File: config.mk
export PLATFORM = sky130hd
export DESIGN_NAME = pss_search_ctrl
export DESIGN_NICKNAME = d
export VERILOG_FILES = /design/src/rtl/pss_pkg.sv /design/src/rtl/pss_peak_max.sv /design/src/rtl/pss_search_ctrl.sv
export SDC_FILE = /design/constraint.sdc
export NUM_CORES = 1
export LEC_CHECK = 0
export CELL_PAD_IN_SITES_DETAIL_PLACEMENT = 1
export CELL_PAD_IN_SITES_GLOBAL_PLACEMENT = 2
export CORE_UTILIZATION = 35
export CTS_CLUSTER_SIZE = 8
export DETAILED_ROUTE_END_ITERATION = 6
export HOLD_SLACK_MARGIN = 0.03
export PLACE_DENSITY_LB_ADDON = 0.08
export SLEW_MARGIN = 25
export SYNTH_ARGS = -nofsm -noshare
export SYNTH_HDL_FRONTEND = slang
export SYNTH_SLANG_ARGS = --single-unit
File: constraint.sdc
create_clock -name clk_i -period 11.82 [get_ports clk_i]
set_input_delay 1.182 -clock clk_i [delete_from_list [all_inputs] [get_ports clk_i]]
set_output_delay 1.182 -clock clk_i [all_outputs]
set_load 0.1 [all_outputs]
File: src/rtl/pss_pkg.sv
// Shared types and constants for the PSS search controller.
package pss_pkg;

  localparam int unsigned N_ID_2_NUM = 3;
  localparam int unsigned ID_DW      = 2;

  typedef enum logic [1:0] {
    IDLE   = 2'd0,
    SEARCH = 2'd1,
    HOLD   = 2'd2,
    TRACK  = 2'd3
  } pss_state_t;

  function automatic logic [N_ID_2_NUM-1:0] id_onehot(input logic [ID_DW-1:0] id);
    return 3'b001 << id;
  endfunction

endpackage

File: src/rtl/pss_peak_max.sv
// Combinational arg-max over the enabled correlator lanes; ties resolve to the lower N_ID_2.
module pss_peak_max
  import pss_pkg::*;
#(
  parameter int unsigned IN_DW = 24
) (
  input  logic [N_ID_2_NUM*IN_DW-1:0] lanes_i,
  input  logic [N_ID_2_NUM-1:0]       mask_i,
  output logic [ID_DW-1:0]            id_c,
  output logic [IN_DW-1:0]            mag_c
);

  always_comb begin
    id_c  = '0;
    mag_c = '0;
    for (int unsigned k = 0; k < N_ID_2_NUM; k++) begin
      if (mask_i[k] && (lanes_i[k*IN_DW +: IN_DW] > mag_c)) begin
        id_c  = ID_DW'(k);
        mag_c = lanes_i[k*IN_DW +: IN_DW];
      end
    end
  end

endmodule

File: src/rtl/pss_search_ctrl.sv
// PSS cell search / tracking sequencer: SEARCH over all correlators, refine in HOLD,
// then track the detected N_ID_2 once per SSB period until too many misses.
module pss_search_ctrl
  import pss_pkg::*;
#(
  parameter int unsigned IN_DW      = 24,
  parameter int unsigned PERIOD_LEN = 76800,
  parameter int unsigned HOLD_LEN   = 8,
  parameter int unsigned WINDOW     = 4,
  parameter int unsigned MAX_MISSES = 3,
  localparam int unsigned CNT_DW    = $clog2(PERIOD_LEN)
) (
  input  logic                        clk_i,
  input  logic                        reset_ni,
  input  logic                        search_en_i,
  input  logic [IN_DW-1:0]            threshold_i,
  input  logic [N_ID_2_NUM*IN_DW-1:0] s_axis_corr_tdata,
  input  logic                        s_axis_corr_tvalid,
  output logic [N_ID_2_NUM-1:0]       corr_en_o,
  output logic                        m_axis_peak_tvalid,
  output logic [ID_DW-1:0]            m_axis_peak_tdata,
  output logic [CNT_DW-1:0]           peak_pos_o,
  output logic [IN_DW-1:0]            peak_mag_o,
  output logic [1:0]                  state_o,
  output logic                        sync_lost_o
);

  localparam int unsigned HC_DW    = (HOLD_LEN > 2) ? $clog2(HOLD_LEN) : 1;
  localparam int unsigned MS_DW    = $clog2(MAX_MISSES + 1);
  localparam int unsigned SW       = CNT_DW + 1;
  localparam int unsigned W_MOD    = WINDOW % PERIOD_LEN;
  localparam bit          FULL_WIN = (PERIOD_LEN <= 2 * WINDOW + 1);
  localparam logic [CNT_DW-1:0] LAST_POS  = CNT_DW'(PERIOD_LEN - 1);
  localparam logic [SW-1:0]     P_EXT     = SW'(PERIOD_LEN);
  localparam logic [SW-1:0]     W_EXT     = SW'(W_MOD);
  localparam logic [HC_DW-1:0]  HOLD_LAST = HC_DW'((HOLD_LEN >= 2) ? HOLD_LEN - 2 : 0);
  localparam logic [MS_DW-1:0]  MISS_LAST = MS_DW'((MAX_MISSES >= 1) ? MAX_MISSES - 1 : 0);

  pss_state_t             state_q, state_d;
  logic [CNT_DW-1:0]      cnt_q, cnt_d;
  logic [HC_DW-1:0]       hold_cnt_q, hold_cnt_d;
  logic [MS_DW-1:0]       misses_q, misses_d;
  logic [ID_DW-1:0]       pk_id_q, pk_id_d;
  logic [CNT_DW-1:0]      pk_pos_q, pk_pos_d;
  logic [IN_DW-1:0]       pk_mag_q, pk_mag_d;
  logic                   armed_q, armed_d;
  logic                   best_vld_q, best_vld_d;
  logic [CNT_DW-1:0]      best_pos_q, best_pos_d;
  logic [IN_DW-1:0]       best_mag_q, best_mag_d;
  logic [N_ID_2_NUM-1:0]  corr_en_q, corr_en_d;
  logic                   peak_vld_q, peak_vld_d;
  logic [ID_DW-1:0]       out_id_q, out_id_d;
  logic [CNT_DW-1:0]      out_pos_q, out_pos_d;
  logic [IN_DW-1:0]       out_mag_q, out_mag_d;
  logic                   sync_lost_q, sync_lost_d;

  logic [N_ID_2_NUM-1:0]  lane_mask_c;
  logic [ID_DW-1:0]       max_id_c;
  logic [IN_DW-1:0]       max_mag_c;
  logic                   cross_c;
  logic [CNT_DW-1:0]      cnt_inc_c;
  logic [SW-1:0]          sum_end_c, sum_start_c;
  logic [CNT_DW-1:0]      win_end_c, win_start_c;
  logic                   in_win_c, at_end_c, take_c, emit_c;

  // Only the tracked correlator is evaluated once a cell is found.
  assign lane_mask_c = (state_q == TRACK) ? id_onehot(pk_id_q) : 3'b111;

  pss_peak_max #(.IN_DW(IN_DW)) u_peak_max (
    .lanes_i (s_axis_corr_tdata),
    .mask_i  (lane_mask_c),
    .id_c    (max_id_c),
    .mag_c   (max_mag_c)
  );

  assign cross_c   = max_mag_c > threshold_i;
  assign cnt_inc_c = (cnt_q == LAST_POS) ? '0 : cnt_q + CNT_DW'(1);

  // Window bounds around E modulo the period; a full-period window starts right after its end.
  assign sum_end_c   = {1'b0, pk_pos_q} + W_EXT;
  assign win_end_c   = (sum_end_c >= P_EXT) ? CNT_DW'(sum_end_c - P_EXT) : CNT_DW'(sum_end_c);
  assign sum_start_c = {1'b0, pk_pos_q} + P_EXT - W_EXT;
  always_comb begin
    if (FULL_WIN) win_start_c = (win_end_c == LAST_POS) ? '0 : win_end_c + CNT_DW'(1);
    else win_start_c = (sum_start_c >= P_EXT) ? CNT_DW'(sum_start_c - P_EXT) : CNT_DW'(sum_start_c);
  end

  // A window is only judged once its start has been seen, so entering TRACK never counts a partial window.
  assign in_win_c = armed_q || (cnt_q == win_start_c);
  assign at_end_c = in_win_c && (cnt_q == win_end_c);
  assign take_c   = in_win_c && cross_c && (!best_vld_q || (max_mag_c > best_mag_q));

  always_comb begin
    state_d     = state_q;
    cnt_d       = cnt_q;
    hold_cnt_d  = hold_cnt_q;
    misses_d    = misses_q;
    pk_id_d     = pk_id_q;
    pk_pos_d    = pk_pos_q;
    pk_mag_d    = pk_mag_q;
    armed_d     = armed_q;
    best_vld_d  = best_vld_q;
    best_pos_d  = best_pos_q;
    best_mag_d  = best_mag_q;
    peak_vld_d  = 1'b0;
    out_id_d    = out_id_q;
    out_pos_d   = out_pos_q;
    out_mag_d   = out_mag_q;
    sync_lost_d = 1'b0;
    emit_c      = 1'b0;
    corr_en_d   = 3'b111;

    unique case (state_q)
      IDLE: begin
        if (search_en_i) begin
          state_d = SEARCH;
          cnt_d   = '0;
        end
      end
      SEARCH: begin
        if (s_axis_corr_tvalid) begin
          cnt_d = cnt_inc_c;
          if (cross_c) begin
            pk_id_d    = max_id_c;
            pk_pos_d   = cnt_q;
            pk_mag_d   = max_mag_c;
            hold_cnt_d = '0;
            if (HOLD_LEN <= 1) begin
              emit_c     = 1'b1;
              state_d    = TRACK;
              armed_d    = 1'b0;
              best_vld_d = 1'b0;
              misses_d   = '0;
            end else begin
              state_d = HOLD;
            end
          end
        end
      end
      HOLD: begin
        if (s_axis_corr_tvalid) begin
          cnt_d = cnt_inc_c;
          if (max_mag_c > pk_mag_q) begin
            pk_id_d  = max_id_c;
            pk_pos_d = cnt_q;
            pk_mag_d = max_mag_c;
          end
          if (hold_cnt_q == HOLD_LAST) begin
            emit_c     = 1'b1;
            state_d    = TRACK;
            armed_d    = 1'b0;
            best_vld_d = 1'b0;
            misses_d   = '0;
          end else begin
            hold_cnt_d = hold_cnt_q + HC_DW'(1);
          end
        end
      end
      TRACK: begin
        if (s_axis_corr_tvalid) begin
          cnt_d = cnt_inc_c;
          if (in_win_c) armed_d = 1'b1;
          if (take_c) begin
            best_vld_d = 1'b1;
            best_pos_d = cnt_q;
            best_mag_d = max_mag_c;
          end
          if (at_end_c) begin
            armed_d    = 1'b0;
            best_vld_d = 1'b0;
            if (best_vld_q || take_c) begin
              emit_c   = 1'b1;
              pk_pos_d = best_pos_d;
              pk_mag_d = best_mag_d;
              misses_d = '0;
            end else if (misses_q == MISS_LAST) begin
              sync_lost_d = 1'b1;
              state_d     = SEARCH;
              cnt_d       = '0;
              misses_d    = '0;
            end else begin
              misses_d = misses_q + MS_DW'(1);
            end
          end
        end
      end
      default: ;
    endcase

    if (emit_c && search_en_i) begin
      peak_vld_d = 1'b1;
      out_id_d   = pk_id_d;
      out_pos_d  = pk_pos_d;
      out_mag_d  = pk_mag_d;
    end

    if (!search_en_i) begin
      state_d     = IDLE;
      sync_lost_d = 1'b0;
    end

    if (state_d == IDLE) corr_en_d = 3'b000;
    else if (state_d == TRACK) corr_en_d = id_onehot(pk_id_d);
  end

  always_ff @(posedge clk_i or negedge reset_ni) begin
    if (!reset_ni) begin
      state_q     <= IDLE;
      cnt_q       <= '0;
      hold_cnt_q  <= '0;
      misses_q    <= '0;
      pk_id_q     <= '0;
      pk_pos_q    <= '0;
      pk_mag_q    <= '0;
      armed_q     <= 1'b0;
      best_vld_q  <= 1'b0;
      best_pos_q  <= '0;
      best_mag_q  <= '0;
      corr_en_q   <= '0;
      peak_vld_q  <= 1'b0;
      out_id_q    <= '0;
      out_pos_q   <= '0;
      out_mag_q   <= '0;
      sync_lost_q <= 1'b0;
    end else begin
      state_q     <= state_d;
      cnt_q       <= cnt_d;
      hold_cnt_q  <= hold_cnt_d;
      misses_q    <= misses_d;
      pk_id_q     <= pk_id_d;
      pk_pos_q    <= pk_pos_d;
      pk_mag_q    <= pk_mag_d;
      armed_q     <= armed_d;
      best_vld_q  <= best_vld_d;
      best_pos_q  <= best_pos_d;
      best_mag_q  <= best_mag_d;
      corr_en_q   <= corr_en_d;
      peak_vld_q  <= peak_vld_d;
      out_id_q    <= out_id_d;
      out_pos_q   <= out_pos_d;
      out_mag_q   <= out_mag_d;
      sync_lost_q <= sync_lost_d;
    end
  end

  assign corr_en_o          = corr_en_q;
  assign m_axis_peak_tvalid = peak_vld_q;
  assign m_axis_peak_tdata  = out_id_q;
  assign peak_pos_o         = out_pos_q;
  assign peak_mag_o         = out_mag_q;
  assign state_o            = state_q;
  assign sync_lost_o        = sync_lost_q;

endmodule

Yosys cells after proc, flatten, opt, wreduce, memory -nomap -nowiden
Cells that the tools add are included.
- output and inout port bits: 50
- input port bits: 100
- flip-flop bits (word level): 158
- word-level logic and storage cells: 163
- add/sub/neg operators: 8
- magnitude comparators: 8
- shift-type cells: 2
- eq/ne operators: 20
- multiplexer cells: 86
- reductions and logical operators: 22
- operator list (cell ; number):
    $mux W17 ; 17
    $mux W24 ; 11
    $gt A24 B24 Y1 ; 5
    $pmux W17 S3 ; 2
    $pmux W24 S3 ; 1
    $mux W2 ; 20
    $ge A18 B17 Y1 const B ; 2
    $eq A17 B17 Y1 ; 2
    $sub A17 B17 Y17 const B ; 2
    $gt A24 B1 Y1 const B ; 1
    $mux W1 ; 21
    $mux W3 ; 7
    $reduce_and A5 Y1 ; 4
    $add A17 B17 Y18 const B ; 1
    $add A17 B3 Y18 const B ; 1
    $sub A18 B3 Y18 const B ; 1
    $add A17 B1 Y17 const B ; 1
    $eq A17 B17 Y1 const B ; 1
    $ne A2 B2 Y1 const B ; 8
    $eq A2 B2 Y1 const B ; 4
    $pmux W2 S2 ; 2
    $pmux W2 S4 ; 1
    $logic_and A1 B1 Y1 ; 7
    $ne A3 B3 Y1 const B ; 2
    15 further kinds ; 22

Longest topological paths before layout
- word-level depth: 22
- gate-level depth with buffers: 44
- gate-level depth less buffers: 38

By module
Synthesis repeated with hierarchy kept, for this count alone.
- cells, all modules: 1614
- area total of the unflattened synthesis: 14172.3 um^2
- modules (own cells, without submodules) (module ; cells each ; instances ; area each (um^2) ; sequential area each (um^2)):
    pss_search_ctrl ; 1356 ; 1 ; 12181.7 ; 3953.8
    pss_peak_max ; 258 ; 1 ; 1990.7 ; 0.0

Worst setup path before layout
No wires, ideal clock.
- path type: register to register
- start: register state_q[0] (netlist: state_o[0])
- end: register out_pos_q[10] (netlist: peak_pos_o[10])
- clock period less this slack: 9479 ps
- data arrival time: 9337 ps
- setup time: 142 ps
- slack: 2341 ps
- path buffers: 5
- required time: 11678 ps
- cell stages (with the launch flop): 42
- cell sequence: dfrtp_1 ha_1 buf_2 o21ai_0 o21a_1 clkbuf_1 nand2_1 ha_1 nor2b_1 o21a_1 o21a_1 o21ai_0 a21oi_1 o22ai_1 a31oi_1 clkbuf_1 mux2i_1 inv_1 [6 not listed] o21ai_0 a211oi_1 nor2_1 clkbuf_1 mux2_2 ha_1 a21o_1 a21o_1 a21oi_1 o21ai_0 a31o_2 a2111oi_0 a21oi_1 o21ai_1 clkbuf_1 nor2_1 a2111oi_0 o31ai_1
- cells in the longest elaborated chain, start to end: 19
- elaborated cells on any way between the ends: 33
- classes of those cells: order compare: 5; eq/ne: 3; mux: 17; reduce/logical: 8
- RTL lines (element ; line ; text):
    start, declared ; pss_search_ctrl.sv:39 ; pss_state_t state_q, state_d;
    start signal, assigned ; pss_search_ctrl.sv:226 ; state_q <= state_d;
    $eq A2 B2 Y1 ; pss_search_ctrl.sv:67, pss_search_ctrl.sv:113 ;
    $mux W3 ; pss_search_ctrl.sv:67 ; assign lane_mask_c = (state_q == TRACK) ? id_onehot(pk_id_q) : 3'b111;
    $logic_and A1 B1 Y1 ; pss_peak_max.sv:17 ; if (mask_i[k] && (lanes_i[k*IN_DW +: IN_DW] > mag_c)) begin
    $mux W24 ; pss_peak_max.sv:17 ;
    $gt A24 B24 Y1 ; pss_peak_max.sv:17 ;
    $logic_and A1 B1 Y1 ; pss_peak_max.sv:17 ;
    $mux W24 ; pss_peak_max.sv:17 ;
    $gt A24 B24 Y1 ; pss_peak_max.sv:17 ;
    [3 not listed] ; -- ;
    $logic_and A1 B1 Y1 or $logic_or A1 B1 Y1 (tied branches) ; pss_search_ctrl.sv:91 ; assign take_c = in_win_c && cross_c && (!best_vld_q || (max_mag_c > best_mag_q));
    $logic_and A1 B1 Y1 ; pss_search_ctrl.sv:91 ;
    $logic_or A1 B1 Y1 ; pss_search_ctrl.sv:171 ; if (best_vld_q || take_c) begin
    $mux W1 ; pss_search_ctrl.sv:171 ;
    $mux W1 ; pss_search_ctrl.sv:168 ; if (at_end_c) begin
    $mux W1 ; pss_search_ctrl.sv:160 ; if (s_axis_corr_tvalid) begin
    $pmux W1 S2 ; pss_search_ctrl.sv:113 ; unique case (state_q)
    $logic_and A1 B1 Y1 ; pss_search_ctrl.sv:190 ; if (emit_c && search_en_i) begin
    end signal, assigned ; pss_search_ctrl.sv:240 ; out_pos_q <= out_pos_d;
    end, declared ; pss_search_ctrl.sv:53 ; logic [CNT_DW-1:0] out_pos_q, out_pos_d;
Several ways; a longest one is shown, not always the timed one.
A chain may end at the register's enable or synchronous reset.

Final worst setup path
- start: input port s_axis_corr_tdata[18]
- end: register out_pos_q[2] (netlist: peak_pos_o[2])
- cells in the longest elaborated chain, start to end: 18
- elaborated cells on any way between the ends: 30
- classes of those cells: order compare: 6; mux: 16; reduce/logical: 8
- RTL lines (element ; line ; text):
    start, declared ; pss_search_ctrl.sv:17 ; input logic [N_ID_2_NUM*IN_DW-1:0] s_axis_corr_tdata,
    $gt A24 B1 Y1 ; pss_peak_max.sv:17 ;
    $logic_and A1 B1 Y1 ; pss_peak_max.sv:17 ;
    $mux W24 (*) ; pss_peak_max.sv:17 ;
    $gt A24 B24 Y1 ; pss_peak_max.sv:17 ;
    $logic_and A1 B1 Y1 ; pss_peak_max.sv:17 ;
    $mux W24 (*) ; pss_peak_max.sv:17 ;
    $gt A24 B24 Y1 ; pss_peak_max.sv:17 ;
    $logic_and A1 B1 Y1 ; pss_peak_max.sv:17 ;
    [2 not listed] ; -- ;
    $logic_and A1 B1 Y1 or $logic_or A1 B1 Y1 (tied branches) ; pss_search_ctrl.sv:91 ;
    $logic_and A1 B1 Y1 ; pss_search_ctrl.sv:91 ;
    $logic_or A1 B1 Y1 ; pss_search_ctrl.sv:171 ;
    $mux W1 ; pss_search_ctrl.sv:171 ;
    $mux W1 ; pss_search_ctrl.sv:168 ;
    $mux W1 ; pss_search_ctrl.sv:160 ;
    $pmux W1 S2 ; pss_search_ctrl.sv:113 ;
    $logic_and A1 B1 Y1 ; pss_search_ctrl.sv:190 ;
Every way passes the cells marked *; elsewhere a longest branch is shown, timed or not.

==> run metrics <==
status complete, no violations; internal power 0.00127 W; antenna violations before repair 1; final number of max-transition violations 0; syn_area_per_cell 8.92 µm²; data required time of the critical path 12.14 ns; Max clock buf depth 2; destination of the worst register-to-register timing path peak_pos_o[2]; standard-cell rows 73; Antenna Nets Post-Route 0; average routed wire per standard cell 24.4 µm; overall die area 41700 µm²; cell count after synthesis 1605; Switch Pwr 0.000973 W; critical register-to-register path startpoint state_o[1]; worst min path class reg2reg; fraction of the cycle the final worst path needs 92.8%; post-synth top area cell dfrtp_1; share of power burned in combinational logic 44.5%; data arrival time of the critical path 11.29 ns; largest stage delay on the critical path 0.69 ns; area of combinational cells with multiple inputs 9280 µm²; DRC violation count after routing 0; fraction of power consumed by sequential logic 29.5%; Chip Width 204 µm; Layout area overhead 17.4%; Clock Tree Root clkbuf_16; DR pass1 iterations 7; post_cts resized 0; Final Cell Area 16800 µm²; clock sinks 158; layout net count 1925; via count of the first global-routing pass 13900; Seq. cell area 3950 µm²; total power after layout 0.00224 W; DRT Wirelength 54600 µm; r2r worst-path depth 36; Hold Buf Count CTS 0; starting density of the core 35.8%; cells taking the most area after synthesis dfrtp_1 28%, ha_1 12%, mux2_4 4.3%; final count of negative-setup-slack endpoints 0; placed wire-length estimate 39300 µm; part of the Yosys area used for sequential elements 27.6%; share of the synthesized area in the top cell type 27.6%; most instantiated flip-flop cell in the synthesis netlist dfrtp_1; Crit. End Element flop; Max Clk Rate 91.1 MHz; setup TNS 0 ns; type of the worst setup path in2reg; CTS tree built; utilization after layout 42.0%; hold violation total from the final report 0; total of flip-flops plus latches after synthesis 158; overall die height 204 µm; WHS Path Cells 1; Pwr Density 133 nW/µm²; fraction of synthesis flops using an asynchronous set or reset pin 100%; share of post-route cells with drive strength above 1 11.6%; post-layout minimum cycle time 10.97 ns; R2R Setup Slk 1.52 ns; total via count in the routed design 13300; clock input transition at the sequential cells of the worst setup and hold paths 0.07 ns; grt ovf 0; startpoint type of the worst setup path input pin; cell with the biggest individual delay on the critical path a2111oi_0; maximum fanout along the worst path 28; Leakage Power 7.14 nW; total setup buffers inserted after CTS 0; number of fill cells 4638; headroom to the max-slew limit 29.9%; unrepaired setup endpoints after global routing false; floorplan core area 40000 µm²; Synth Net Count 1837; global-route total usage across every layer 26.8%; area of the mapped netlist 14300 µm²; maximum vdd drop 0.0979 mV; average vias per placed instance 5.97; final clock skew 0.0155 ns; Top-Level Pins 150; number of warnings reported in the yosys synthesis log 0; initial detailed-routing violation count 927; port bufs 149; distinct cell type count of the synthesized netlist 92; Max-Cap Viols 0; most frequently used cell type in the post-synthesis netlist dfrtp_1; Post-synth top cells 158 x dfrtp_1, 157 x inv_1, 132 x ha_1; number of H-tree levels 4; slew at the pin closest to its max-slew limit 1.05 ns; number of flops mapped to enable cells by yosys 0; worst-skew pair later-pin latency 0.46 ns; Inserted Clock Buffers 17; launching instance or port of the critical path s_axis_corr_tdata[18]; cell area after placement 16200 µm²; maximum number of pins on one net before global-route repair 81; switching power share of the total 43.4%; capture point of the critical path peak_pos_o[2]; clock share of power 26.0%; global-route wire length before repair 85400 µm; weighted congestion reported at the end of routability-driven placement 0.860
==> state kept, by name, indices dropped and copies added, names as in the netlist <==
name,flops
hold_cnt_q,3
best_mag_q,24
pk_pos_q,17
best_vld_q,1
cnt_q,17
armed_q,1
m_axis_peak_tdata,2
m_axis_peak_tvalid,1
pk_mag_q,24
peak_mag_o,24
peak_pos_o,17
sync_lost_o,1
misses_q,2
state_o,2
corr_en_o,3
best_pos_q,17
pk_id_q,2
==> through the flow <==
stage          setup slack [ns]  cells  hold WS [ns]
6_report                  0.848   2232         0.511
5_1_grt                   0.129   2231         0.532
4_1_cts                   0.880   2231         0.512
3_5_place_dp              0.431   2199         0.493
3_3_place_gp              0.660   2199         0.489
2_1_floorplan              2.34   1605         0.478
==> cell families (layout without fill, tap and decap cells) <==
logic type	count (synthesis)	after routing	synth area share, %
AOI/OAI and AO/OA	495	495	27.1
muxes	101	101	8.75
and+or+nand+nor	413	413	14.7
other	0	1	0
adders and majority gates	132	132	11.5
buffers and inverters	268	369	7.85
xor gates and xnor gates	38	38	2.43
DFF	158	158	27.6
==> worst min path at each step <==
stage	startpoint	end	slack, ns
2_1_floorplan	best_pos_q[0]	best_pos_q[0]	0.48
4_1_cts	best_pos_q[7]	best_pos_q[7]	0.51
6_report	best_pos_q[0]	best_pos_q[0]	0.51
5_1_grt	best_pos_q[5]	best_pos_q[5]	0.53
3_5_place_dp	best_pos_q[15]	best_pos_q[15]	0.49
3_3_place_gp	best_pos_q[0]	best_pos_q[0]	0.49
==> area by class of cell <==
cell class	instances	area share (%)
antenna	1	0.0149
clock buffer	17	2.53
clock inverter	15	0.975
inverter	159	3.55
multi-input combinational	1179	55.2
sequential	158	23.5
tap	525	3.91
timing repair buffer	178	10.3
==> critical path, delay by kind of cell <==
kind / cells / cell delay [ns]
AND/OR/NAND/NOR: 9 / 1.73
AO/OA/AOI/OAI: 21 / 5.14
buffers and inverters: 5 / 1.57
adder cells (fa/ha/maj): 3 / 0.82
multiplexers: 2 / 0.79
==> metal layers <==
| layer | track usage, % | up-vias | part of all wire (%) |
|---|---|---|---|
| met2 | 39.3 | 311 | 42 |
| met5 | 0 | - | 0 |
| met4 | 6.24 | 0 | 1.3 |
| li1 | - | 6193 | - |
| met1 | 41.2 | 6775 | 53 |
| met3 | 2.81 | 40 | 3.8 |
==> power groups by stage <==
stage,clock [W],combinational (W),sequential (W)
2_1_floorplan,0,0.000721,0.000618
6_report,0.000583,0.000998,0.000660
3_3_place_gp,0,0.000967,0.000668
3_5_place_dp,0,0.000982,0.000668
4_1_cts,0.000598,0.000990,0.000658
5_1_grt,0.000615,0.00110,0.000667
==> placed cells by master, fill, tap and decap left out, drive strengths merged, types with 19 or more instances in the layout <==
cell type,n
inv,163
mux2i,30
o31ai,67
clkdlybuf4s50,148
o21ai,102
a2111o,26
a2111oi,21
ha,132
dfrtp,158
a221o,19
nor4,19
buf,30
a21oi,51
mux2,71
a221oi,51
nand2,103
nand3,32
nor3,33
nand4,37
a21o,28
xnor2,25
nor2,113
(Power assumes the default switching activity.)
